`src/rtl/lc3b_types.sv`:
```
// Shared LC-3b types and L2 cache constants: tag type, controller state encoding
// and a saturating counter helper.
package lc3b_types;

    localparam int L2_NUM_WAYS    = 4;
    localparam int L2_OFFSET_BITS = 5;
    localparam int L2_INDEX_BITS  = 4;
    localparam int L2_TAG_BITS    = 16 - L2_INDEX_BITS - L2_OFFSET_BITS;

    typedef logic [15:0]            lc3b_word;
    typedef logic [L2_TAG_BITS-1:0] l2_tag_t;

    typedef enum logic [1:0] {
        IDLE,
        CHECK,
        EVICT,
        FILL
    } l2_state_e;

    function automatic logic [15:0] sat_inc16(input logic [15:0] value);
        return (value == 16'hFFFF) ? value : value + 16'd1;
    endfunction

endpackage

```
`src/rtl/l2_victim_select.sv`:
```
// Combinational victim pick for the addressed set: the lowest-index invalid way wins,
// and LRU is used only when every way is valid.
module l2_victim_select
    import lc3b_types::*;
#(
    parameter  int NUM_WAYS = L2_NUM_WAYS,
    localparam int WAY_BITS = $clog2(NUM_WAYS)
) (
    input  logic [NUM_WAYS-1:0] valid_vec,
    input  logic [NUM_WAYS-1:0] dirty_vec,
    input  logic [WAY_BITS-1:0] lru_way,
    output logic [WAY_BITS-1:0] victim_way,
    output logic                victim_dirty
);

    // NOTE: every always_comb output gets a default first, so no path can infer a latch.
    always_comb begin
        victim_way = lru_way;
        // Descending scan so the lowest invalid index is the last one written.
        for (int i = NUM_WAYS - 1; i >= 0; i--) begin
            if (!valid_vec[i]) victim_way = WAY_BITS'(i);
        end
        victim_dirty = valid_vec[victim_way] & dirty_vec[victim_way];
    end

endmodule

```
`src/rtl/l2_cache_ctrl_nway.sv`:
```
// N-way L2 cache control FSM between the L1 arbiter and physical memory, with EWB hand-off.
// Optional macro L2_PERF_CNT_EN adds saturating hit/miss/evict counters.
module l2_cache_ctrl_nway
    import lc3b_types::*;
#(
    parameter  int NUM_WAYS    = L2_NUM_WAYS,
    parameter  int OFFSET_BITS = L2_OFFSET_BITS,
    parameter  int INDEX_BITS  = L2_INDEX_BITS,
    localparam int WAY_BITS    = $clog2(NUM_WAYS),
    localparam int TAG_BITS    = 16 - INDEX_BITS - OFFSET_BITS
) (
    input  logic                clk,
    input  logic                rst_n,
    input  logic                mem_read,
    input  logic                mem_write,
    input  logic [15:0]         mem_address,
    output logic                mem_resp,
    input  logic                hit,
    input  logic [NUM_WAYS-1:0] hit_way,
    input  logic [WAY_BITS-1:0] lru_way,
    input  logic [NUM_WAYS-1:0] valid_vec,
    input  logic [NUM_WAYS-1:0] dirty_vec,
    input  logic [TAG_BITS-1:0] victim_tag,
    output logic [NUM_WAYS-1:0] ld_data,
    output logic                data_src_mem,
    output logic [NUM_WAYS-1:0] ld_valid,
    output logic [NUM_WAYS-1:0] ld_dirty,
    output logic                dirty_in,
    output logic                ld_lru,
    output logic                pmem_read,
    output logic [15:0]         pmem_address,
    input  logic                pmem_resp,
    input  logic                ewb_full,
    output logic                ewb_push,
    output logic [15:0]         ewb_address
`ifdef L2_PERF_CNT_EN
    ,
    output logic [15:0]         hit_count,
    output logic [15:0]         miss_count,
    output logic [15:0]         evict_count
`endif
);

    l2_state_e             state, state_next;
    logic [WAY_BITS-1:0]   victim_q, victim_way;
    logic                  victim_dirty;
    logic [NUM_WAYS-1:0]   hit_sel, victim_oh;
    logic [INDEX_BITS-1:0] index;
    logic                  req;
    logic                  unused_offset;

    l2_victim_select #(.NUM_WAYS(NUM_WAYS)) u_victim_select (
        .valid_vec    (valid_vec),
        .dirty_vec    (dirty_vec),
        .lru_way      (lru_way),
        .victim_way   (victim_way),
        .victim_dirty (victim_dirty)
    );

    assign req           = mem_read | mem_write;
    assign index         = mem_address[OFFSET_BITS +: INDEX_BITS];
    assign unused_offset = ^mem_address[OFFSET_BITS-1:0];
    // Isolate the lowest set bit so a multi-hot hit_way still writes a single way.
    assign hit_sel       = hit_way & (~hit_way + NUM_WAYS'(1));
    assign victim_oh     = NUM_WAYS'(1) << victim_q;

    // NOTE: reset is synchronous and sampled on the clock edge; state uses non-blocking updates.
    always_ff @(posedge clk) begin
        if (!rst_n) begin
            state    <= IDLE;
            victim_q <= '0;
        end else begin
            state <= state_next;
            if (state == CHECK) victim_q <= victim_way;
        end
    end

    always_comb begin
        state_next   = state;
        mem_resp     = 1'b0;
        ld_data      = '0;
        data_src_mem = 1'b0;
        ld_valid     = '0;
        ld_dirty     = '0;
        dirty_in     = 1'b0;
        ld_lru       = 1'b0;
        pmem_read    = 1'b0;
        pmem_address = '0;
        ewb_push     = 1'b0;
        ewb_address  = '0;
        case (state)
            IDLE: if (req) state_next = CHECK;
            CHECK: begin
                if (!req) begin
                    state_next = IDLE;
                end else if (hit) begin
                    mem_resp   = 1'b1;
                    ld_lru     = 1'b1;
                    state_next = IDLE;
                    // A write wins when both request lines are high.
                    if (mem_write) begin
                        ld_data      = hit_sel;
                        data_src_mem = 1'b1;
                        ld_dirty     = hit_sel;
                        dirty_in     = 1'b1;
                    end
                end else begin
                    state_next = victim_dirty ? EVICT : FILL;
                end
            end
            EVICT: begin
                if (!ewb_full) begin
                    ewb_push    = 1'b1;
                    ewb_address = {victim_tag, index, {OFFSET_BITS{1'b0}}};
                    ld_dirty    = victim_oh;
                    state_next  = FILL;
                end
            end
            FILL: begin
                pmem_read    = 1'b1;
                pmem_address = {mem_address[15:OFFSET_BITS], {OFFSET_BITS{1'b0}}};
                if (pmem_resp) begin
                    ld_data    = victim_oh;
                    ld_valid   = victim_oh;
                    ld_dirty   = victim_oh;
                    state_next = CHECK;
                end
            end
            default: state_next = IDLE;
        endcase
    end

`ifdef L2_PERF_CNT_EN
    always_ff @(posedge clk) begin
        if (!rst_n) begin
            hit_count   <= '0;
            miss_count  <= '0;
            evict_count <= '0;
        end else begin
            if (mem_resp) hit_count <= sat_inc16(hit_count);
            if (state == CHECK && state_next != IDLE) miss_count <= sat_inc16(miss_count);
            if (ewb_push) evict_count <= sat_inc16(evict_count);
        end
    end
`endif

endmodule

```
`config.mk`:
```
export PLATFORM = sky130hd
export DESIGN_NAME = l2_cache_ctrl_nway
export DESIGN_NICKNAME = d
export VERILOG_FILES = /design/src/rtl/lc3b_types.sv /design/src/rtl/l2_victim_select.sv /design/src/rtl/l2_cache_ctrl_nway.sv
export SDC_FILE = /design/constraint.sdc
export NUM_CORES = 1
export LEC_CHECK = 0
export CAP_MARGIN = 40
export CORE_MARGIN = 3
export CORE_UTILIZATION = 28
export DETAILED_ROUTE_END_ITERATION = 6
export GPL_TIMING_DRIVEN = 0
export PLACE_DENSITY_LB_ADDON = 0.2
export SLEW_MARGIN = 20
export SYNTH_ARGS = -nofsm -noshare
export SYNTH_HDL_FRONTEND = slang
export SYNTH_SLANG_ARGS = --single-unit
```
`constraint.sdc`:
```
create_clock -name clk -period 4.3 [get_ports clk]
set_input_delay 0.86 -clock clk [delete_from_list [all_inputs] [get_ports clk]]
set_output_delay 0.86 -clock clk [all_outputs]
set_load 0.01 [all_outputs]
```
==> flow_metrics.tcl, run 1 <==
set metrics [dict create \
    p_total_mw 0.1873 \
    cts_resized 0 \
    hold_class "register to register" \
    syn_to_final_growth_pct 118.5 \
    critPathMaxStageDelay_ns 0.56 \
    ctsLongestPathBuffers 2 \
    cts_setup_buffers 0 \
    crit_arrival_ns 2.71 \
    netlist-cell-type-count 31 \
    ir_drop_mv 0.1295 \
    crit_type "input pin to output pin" \
    synth_top_cell_by_area "and2_1" \
    antenna_found_initial 0 \
    fmax_ghz 0.2800 \
    cp_max_fo 6 \
    yosysWarnings 0 \
    final_common_cell "clkdlybuf4s50_1" \
    crit_slowest_cell "clkdlybuf4s50_1" \
    cts_tree "built" \
    avgSynthCellArea_um2 7.007 \
    grt_max_degree 11 \
    yosys_register_bits 4 \
    synth_top_cell_area_share 0.1871 \
    vias_per_cell 4.493 \
    routed-via-count 1002 \
    cp-start-kind "input pin" \
    status "completed" \
    grt_pass1_wl_um 4388 \
    finClkSkew_ns 0.003837 \
    seqPwrFrac 0.225 \
    yosysSeqAreaShare 0.1088 \
    diodes 0 \
    routed_wirelength_um 2867 \
    power.share.clock 0.253 \
    fin_util 0.6872 \
    initial_core_util 0.3144 \
    synth_area_um2 735.7 \
    crit_path_end_kind "output pin" \
    fin_crit_sh 0.8305 \
    path_cells "clkdlybuf4s50_1, and3_1, buf_4, nor3b_2, a31oi_1, a21oi_1, clkdlybuf4s50_1" \
    fin_tns_setup_ns 0 \
    p_leak_nw 0.6953 \
    switching_power_mw 0.05450 \
    drive_above_1_share 0.1128 \
    clkTransAtPathRegs_ns 0.03 \
    crit_required_ns 3.44 \
    p_sw_frac 0.2909 \
    hpwl_um 2615 \
    cts.sinks 4 \
    num_io_pins 94 \
    layout_common_cells "clkdlybuf4s50_1 (78), and2_1 (22), buf_4 (13), inv_1 (11), conb_1 (10)" \
    fp.dieW_um 57.26 \
    wl_per_cell_um 12.86 \
    root_buffer "clkbuf_4" \
    comb_power_share 0.522 \
    syn_inst 105 \
    die_y_um 57.26 \
    synth_area_leaders "and2_1 (19%), buf_4 (13%), dfxtp_1 (11%)" \
    drc 0 \
    rsz0062_at_grt "false" \
    hold_viol 0 \
    nNetsFinal 246 \
    maxCapViolCount 0 \
    finalMaxSlewViolations 0 \
    place.gp.congestion 0.9115 \
    grt_pass1_vias 941 \
    clk_latency_ns 0.24 \
    grt.overflow.total 0 \
    worst_path_most_repeated_cell "clkdlybuf4s50_1" \
    grt_util_all_layers 0.1701 \
    postCtsHoldBufs 0 \
    drtIter0Drc 13 \
    port_buffers 78 \
    row_count 17 \
    fin_crit_ns 3.571 \
    htreeDepth 1 \
    cts_buffers 3 \
    setup_violations 0 \
    die-area_mm2 0.003279 \
    postRouteAntennaNets 0 \
    firstDrtPassIters 4 \
    intPower_mw 0.1329 \
    power-per-cell-area_mw_per_mm2 116.5 \
    core_mm2 0.002340 \
]
==> critical path, delay by kind of cell <==
family,cells,cell delay (ns)
and+or+nand+nor,2,0.37
buffers and inverters,3,1.20
AOI/OAI and AO/OA,2,0.28
==> power by group through the flow <==
stage | clock, mW | sequential [mW] | combinational [mW]
after floorplan | 0 | 0.0422 | 0.0446
after global placement | 0 | 0.0425 | 0.0948
after detailed placement | 0 | 0.0427 | 0.0977
after CTS | 0.0493 | 0.0421 | 0.0979
after global routing | 0.0499 | 0.0426 | 0.107
final | 0.0474 | 0.0421 | 0.0978
==> routing by layer <==
metal	vias to the layer above	share of wire	track usage
li1	505	-	-
met1	435	0.36	0.1774
met2	59	0.53	0.3393
met3	3	0.10	0.02941
met4	0	0.0077	0.04967
met5	-	0	0
==> state kept, by name, summed over array words and instances, names as in the netlist <==
signal / cells
state: 2
victim_q: 2
==> layout make-up <==
class / count / area (um2)
Sequential cell: 4 / 80.08
Multi-Input combinational cell: 82 / 531.8
Timing Repair Buffer: 78 / 780.7
Buffer: 17 / 116.4
Fill cell: 195 / 732.0
Inverter: 11 / 41.29
Clock buffer: 3 / 22.52
Tap cell: 28 / 35.03
==> worst paths after layout <==
| path | start | endpoint | slack (ns) | cells past startpoint |
|---|---|---|---|---|
| setup / recovery | hit | ld_dirty[3] | 0.73 | 7 |
| hold reg to reg | state[1] | state[1] | 0.51 | 2 |
| hold / removal | state[1] | state[1] | 0.51 | 2 |
| setup reg to reg | state[0] | state[0] | 2.64 | 5 |
==> through the flow <==
stage,cell area (um2),setup WS [ns],hold slack [ns],cells
after floorplan,769.5,1.765,0.4793,114
after global placement,1585,0.7541,0.4982,220
after detailed placement,1585,0.7321,0.5048,220
after CTS,1608,0.7322,0.5118,223
after global routing,1608,0.6261,0.5430,223
final,1608,0.7287,0.5076,223
==> kinds of logic (layout without fill, tap and decap cells) <==
| kind of cell | Yosys count | after routing | share of synthesized area |
|---|---|---|---|
| and+or+nand+nor | 49 | 49 | 0.4030 |
| buffers and inverters | 28 | 109 | 0.2143 |
| AOI/OAI and AO/OA | 17 | 17 | 0.1531 |
| adders and majority gates | 5 | 5 | 0.08503 |
| DFF | 4 | 4 | 0.1088 |
| other | 1 | 10 | 0.005097 |
| muxes | 1 | 1 | 0.03061 |
==> synthesized netlist by cell type (all sizes together) <==
cell and instances:
nand2b 4, mux4 1, and3 1, nor2 5
nand3 2, nand4 1, and2 22, a222oi 1
a21o 1, nand3b 2, a31oi 2, nand2 4
nor3 1, o211ai 1, nor2b 2, and4b 1
ha 5, a21oi 8, o2111ai 1, clkbuf 1
conb 1, o311ai 1, dfxtp 4, a221oi 1
buf 16, o21ai 1, inv 11, nor3b 4
No activity file was read; power rests on OpenSTA's default activity.
==> run 2, diff against run 1 <==
- CORE_UTILIZATION: 28 -> 26
- clock period: 4.3 -> 3.4 ns (I/O delays scaled with it)
==> run 2 against run 1 <==
  * Hold slack better by 0.0068 ns
  * Clock-buffer cell count unchanged
  * Sequential power up 26%
  * Sequential cell count unchanged
  * Global-route usage down 2.5 points
  * Design area up 0.16%
  * Critical path depth unchanged
  * Power up 25%
  * Via count down 1.7%
  * Routed wire length down 6.5%
  * Critical endpoint unchanged
  * Largest power group unchanged
  * Highest routed layer unchanged
==> flow_metrics.tcl, run 2 (same netlist as run 1, synthesis figures left out) <==
set metrics [dict create \
    status "completed" \
    dp_cells 222 \
    crit_slowest_cell "clkdlybuf4s50_1" \
    cp-start-kind "input pin" \
    fillers 250 \
    finClkSkew_ns 0.001415 \
    fin_util 0.6217 \
    die_y_um 59.20 \
    setup_violations 0 \
    cts_tree "built" \
    clkTransAtPathRegs_ns 0.04 \
    grt.overflow.total 0 \
    initial_core_util 0.2841 \
    grt_util_all_layers 0.1453 \
    maxCapViolCount 0 \
    routed-via-count 985 \
    holdPathStages 2 \
    postCtsHoldBufs 0 \
    drtIter0Drc 8 \
    hold_class "register to register" \
    hold_start "state[1]" \
    cts_setup_buffers 0 \
    switching_power_mw 0.06682 \
    syn_to_final_growth_pct 118.9 \
    final_cells 225 \
    die-area_mm2 0.003504 \
    hpwl_um 2440 \
    crit_required_ns 2.72 \
    row_count 18 \
    htreeDepth 1 \
    layout_common_cells "clkdlybuf4s50_1 (78), and2_1 (22), buf_4 (13), inv_1 (11), conb_1 (10)" \
    crit_path_end_kind "output pin" \
    seqPwrFrac 0.227 \
    finalMaxSlewViolations 0 \
    power-per-cell-area_mw_per_mm2 145.8 \
    hold_viol 0 \
    worst-path-buf-inv 3 \
    diodes 0 \
    num_io_pins 94 \
    port_buffers 78 \
    drc 0 \
    r2r_setup_slack_ns 1.76 \
    cts_buffers 3 \
    place.gp.congestion 0.7448 \
    grt_max_degree 11 \
    clk_latency_ns 0.23 \
    reg2regPathDepth 5 \
    vias_per_cell 4.378 \
    postRouteAntennaNets 0 \
    rsz0062_at_grt "false" \
    p_leak_nw 0.6953 \
    fin_ws_ns 0.1939 \
    crit_type "input pin to output pin" \
    drive_above_1_share 0.1128 \
    cp_top_family "buffers and inverters" \
    p_sw_frac 0.2847 \
    root_buffer "clkbuf_4" \
    fin_tns_setup_ns 0 \
    ctsLongestPathBuffers 2 \
    fmax_ghz 0.3119 \
    firstDrtPassIters 4 \
    cts.sinks 4 \
    comb_power_share 0.524 \
    wl_per_cell_um 11.91 \
    grt_pass1_vias 859 \
    power.share.clock 0.249 \
    worst_path_most_repeated_cell "clkdlybuf4s50_1" \
    r2r-end "state[0]" \
    final_common_cell "clkdlybuf4s50_1" \
    routed_wirelength_um 2680 \
    critPathMaxStageDelay_ns 0.55 \
    fin_crit_sh 0.9430 \
    grt_pass1_wl_um 3967 \
    crit_arrival_ns 2.53 \
    core_mm2 0.002590 \
    nNetsFinal 246 \
    cts_resized 0 \
    ir_drop_mv 0.1697 \
    reg_top3 "state x2, victim_q x2" \
    fin_crit_ns 3.206 \
    intPower_mw 0.1679 \
    cp_max_fo 6 \
    crit-reg2reg-launch "state[0]" \
    min_to "state[1]" \
    fp.dieW_um 59.20 \
    post-place-ws_ns 0.2060 \
    path_cells "clkdlybuf4s50_1, and3_1, buf_4, nor3b_2, a31oi_1, a21oi_1, clkdlybuf4s50_1" \
    antenna_found_initial 0 \
]
==> run 2: cell counts in the layout (fill, tap and decap cells not counted) <==
No cell type changed its count.
==> run 2: area by class of cell <==
type	count	area [um2]	area share
clock buffers	3	22.52	0.01399
plain buffers	17	116.4	0.07226
inverters	11	41.29	0.02564
well taps	30	37.54	0.02331
flip-flops and latches	4	80.08	0.04973
repair buffers	78	780.7	0.4848
multi-input cells	82	531.8	0.3302
==> run 2: metal layers <==
| metal | track usage | vias to the layer above | wire length, um |
|---|---|---|---|
| met3 | 0.03268 | 2 | 325 |
| met2 | 0.2652 | 56 | 1347 |
| met5 | 0 | - | 0 |
| li1 | - | 509 | - |
| met1 | 0.1673 | 418 | 992 |
| met4 | 0.03883 | 0 | 14 |
==> run 2: worst max-delay path by stage <==
stage	from	to	slack, ns	depth (start not counted)
2_1_floorplan	pmem_resp	ld_dirty[1]	1.23	4
3_3_place_gp	hit	ld_dirty[3]	0.22	7
3_5_place_dp	hit	ld_dirty[3]	0.21	7
4_1_cts	hit	ld_dirty[3]	0.20	7
5_1_grt	hit	ld_dirty[3]	0.1	7
6_report	hit	ld_dirty[3]	0.19	7
==> run 2: power groups by stage <==
stage               sequential (mW)  combinational, mW  clock (mW)
floorplan                    0.0533             0.0564           0
finish                       0.0532              0.123      0.0584
detailed placement           0.0539              0.123           0
global placement             0.0537              0.120           0
CTS                          0.0532              0.123      0.0600
global route                 0.0535              0.135      0.0618
==> run 2: through the flow <==
step | power, mW | instance area (um2) | hold slack, ns
global placement | 0.1740 | 1588 | 0.4965
CTS | 0.2367 | 1610 | 0.5158
global route | 0.2503 | 1610 | 0.5484
detailed placement | 0.1771 | 1588 | 0.5084
finish | 0.2347 | 1610 | 0.5144
floorplan | 0.1098 | 769.5 | 0.4793
==> run 2: tightest hold or removal path, stage by stage (launching register included) <==
cell and delay (ns):
dfxtp_1 0.33, nand2b_1 0.08, a21oi_1 0.05
==> RTL edit (flow settings as in run 1) <==
The 4 states of `l2_state_e` get a one-hot encoding in 4 bits.
--- a/src/rtl/lc3b_types.sv
+++ b/src/rtl/lc3b_types.sv
@@ -12,7 +12,7 @@
 
-    typedef enum logic [1:0] {
-        IDLE,
-        CHECK,
-        EVICT,
-        FILL
+    typedef enum logic [3:0] {
+        IDLE  = 4'b0001,
+        CHECK = 4'b0010,
+        EVICT = 4'b0100,
+        FILL  = 4'b1000
     } l2_state_e;
Function: no difference found for any inputs over 10 cycles, from zero or initial values and one cycle with rst_n low; not proved beyond that.
==> RTL edit against run 1 <==
  * Power is 5.2% higher
  * Count of clock-buffer cells in the layout unchanged
  * Routed wire length rose by 9.7%
  * Design area increased by 6.8%
  * Sequential cell count is 2 higher
  * Combinational power down 18%
  * Setup slack better by 0.054 ns
  * Area after synthesis is 14% higher
  * Critical path type unchanged
  * Critical endpoint is now ewb_address[12]
==> RTL edit: results (changes against run 1) <==
* Status: finished, final reports clean
* Placement-stage cell area at 1690 µm² (+6.9%)
* Sequential fraction of the synthesis area at 0.143 (+0.0340)
* Fraction of layout cells with a size suffix above 1 at 0.113 (about the same)
* Fillcell total at 268 (+37%)
* Yosys cell types at 37 (+19%)
* Synth Area in XOR/XNOR at 0 (unchanged)
* Setup Fix Bufs, Post-CTS at 0 (unchanged)
* Root buf cell: clkbuf_4
* First-pass GRT wire length at 4.70 mm (+7.1%)
* # resized after CTS at 0 (unchanged)
* Largest regs: state x4, victim_q x2
* Arr. time, crit path at 2.66 ns (-0.05 ns)
* Initial antenna violation count at 0 (unchanged)
* Number of max-cap violations at 0 (unchanged)
* DR pass1 iterations at 4 (unchanged)
* Nets at 250 (+1.6%)
* Compound-Gate Fraction of Synth Area at 0.161 (+0.00765)
* Largest net degree at the start of global routing at 11 (unchanged)
* Placed Cells at 232 (+5.5%)
* Port bufs at 78 (unchanged)
* Vias at 1093 (+9.1%)
* Async S/R FF share, synth at 0 (unchanged)
* Syn. warnings at 0 (unchanged)
* Gr usage total at 0.167 (-0.00317)
* RePlAce Congestion at 0.821 (-9.9%)
* DPL Wire Length at 2.68 mm (+2.5%)
* Adder-Cell Fraction of Synth Area at 0 (-0.0850)
* Vias in the first global route at 983 (+4.5%)
* Mux cell area share after synthesis at 0.0268 (-0.00383)
* Initial DRC count at 60 (+47)
* Hold/Removal Path Class: flop to flop
* Clock-pin transition on the worst setup and hold timing paths at 0.05 ns (+0.02 ns)
* Max VDD drop at 130 µV (+0.13%)
* Avg WL per Cell at 13.4 µm (+4.1%)
* CTS Buf Count at 3 (unchanged)
* Synth top cells by count: 15 x and2_1, 15 x and3_1, 12 x buf_4
* CP Max Fanout at 10 (+4)
* Clock buffer depth at 2 (unchanged)
* Clk Latency, worst-skew pair at 0.24 ns (about the same)
* Leakage at 0.717 nW (+3.1%)
* Top_reg_cell synth: dfxtp_1
* Synth area leaders: dfxtp_1 14%, and2_1 11%, and3_1 11%
* Pre-CTS setup slack at 0.780 ns (+0.0484 ns)
* Routed wire length at 3.15 mm (+9.7%)
* Clock Skew at 0.00208 ns (-0.00176 ns)
* Ant. Diodes at 0 (unchanged)
* Gate Count Post-Synth at 114 (+8.6%)
* H-tree levels at 1 (unchanged)
[RTL edit: cell types whose count changed in the layout (fill, tap and decap cells not counted), moves of 3 or more]
cell / before / now
a21oi_1: 7 / 0
and2_1: 22 / 15
and3_1: 1 / 15
ha_1: 5 / 0
inv_1: 11 / 3
o21ai_0: 1 / 7
o21ai_1: 0 / 3
[RTL edit: final timing paths]
path / from / to / slack, ns / cells after the start
setup / recovery: ewb_full / ewb_address[12] / 0.78 / 5
hold / removal: victim_q[1] / victim_q[1] / 0.54 / 2
setup reg to reg: state[2] / state[0] / 2.80 / 4
hold reg to reg: victim_q[1] / victim_q[1] / 0.54 / 2
[RTL edit: routing by layer]
layer  up-vias  share of wire  GRT usage
li1        570              -          -
met1       492           0.41      0.196
met2        31           0.54      0.318
met3         0          0.048     0.0277
met4         0              0     0.0279
met5         -              0          0
[RTL edit: report_power, final]
part	switching [mW]	leakage [nW]	internal, mW
logic	0.0285	0.654	0.0516
clock network	0.0207	0.0138	0.0316
registers	0.00588	0.0489	0.0588
[RTL edit: worst max-delay path: stages]
cell             delay (ns)
clkdlybuf4s50_1        0.44
nor3b_2                0.30
clkbuf_1               0.31
and3_1                 0.21
clkdlybuf4s50_1        0.54
[RTL edit: cell type report]
class	instances	area (µm²)	area share
Timing Repair Buffer	78	781	0.455
Clock buffer	3	22.5	0.0131
Inverter	3	11.3	0.00656
Tap cell	31	38.8	0.0226
Sequential cell	6	120	0.0700
Buffer	17	118	0.0685
Multi-Input combinational cell	97	626	0.364
[RTL edit: logic make-up (layout without fill, tap and decap cells)]
kind of cell           Yosys count  in the layout
muxes                            1              1
buffers and inverters           20            101
other                            1             10
AOI/OAI and AO/OA               20             20
and+or+nand+nor                 66             66
DFF                              6              6
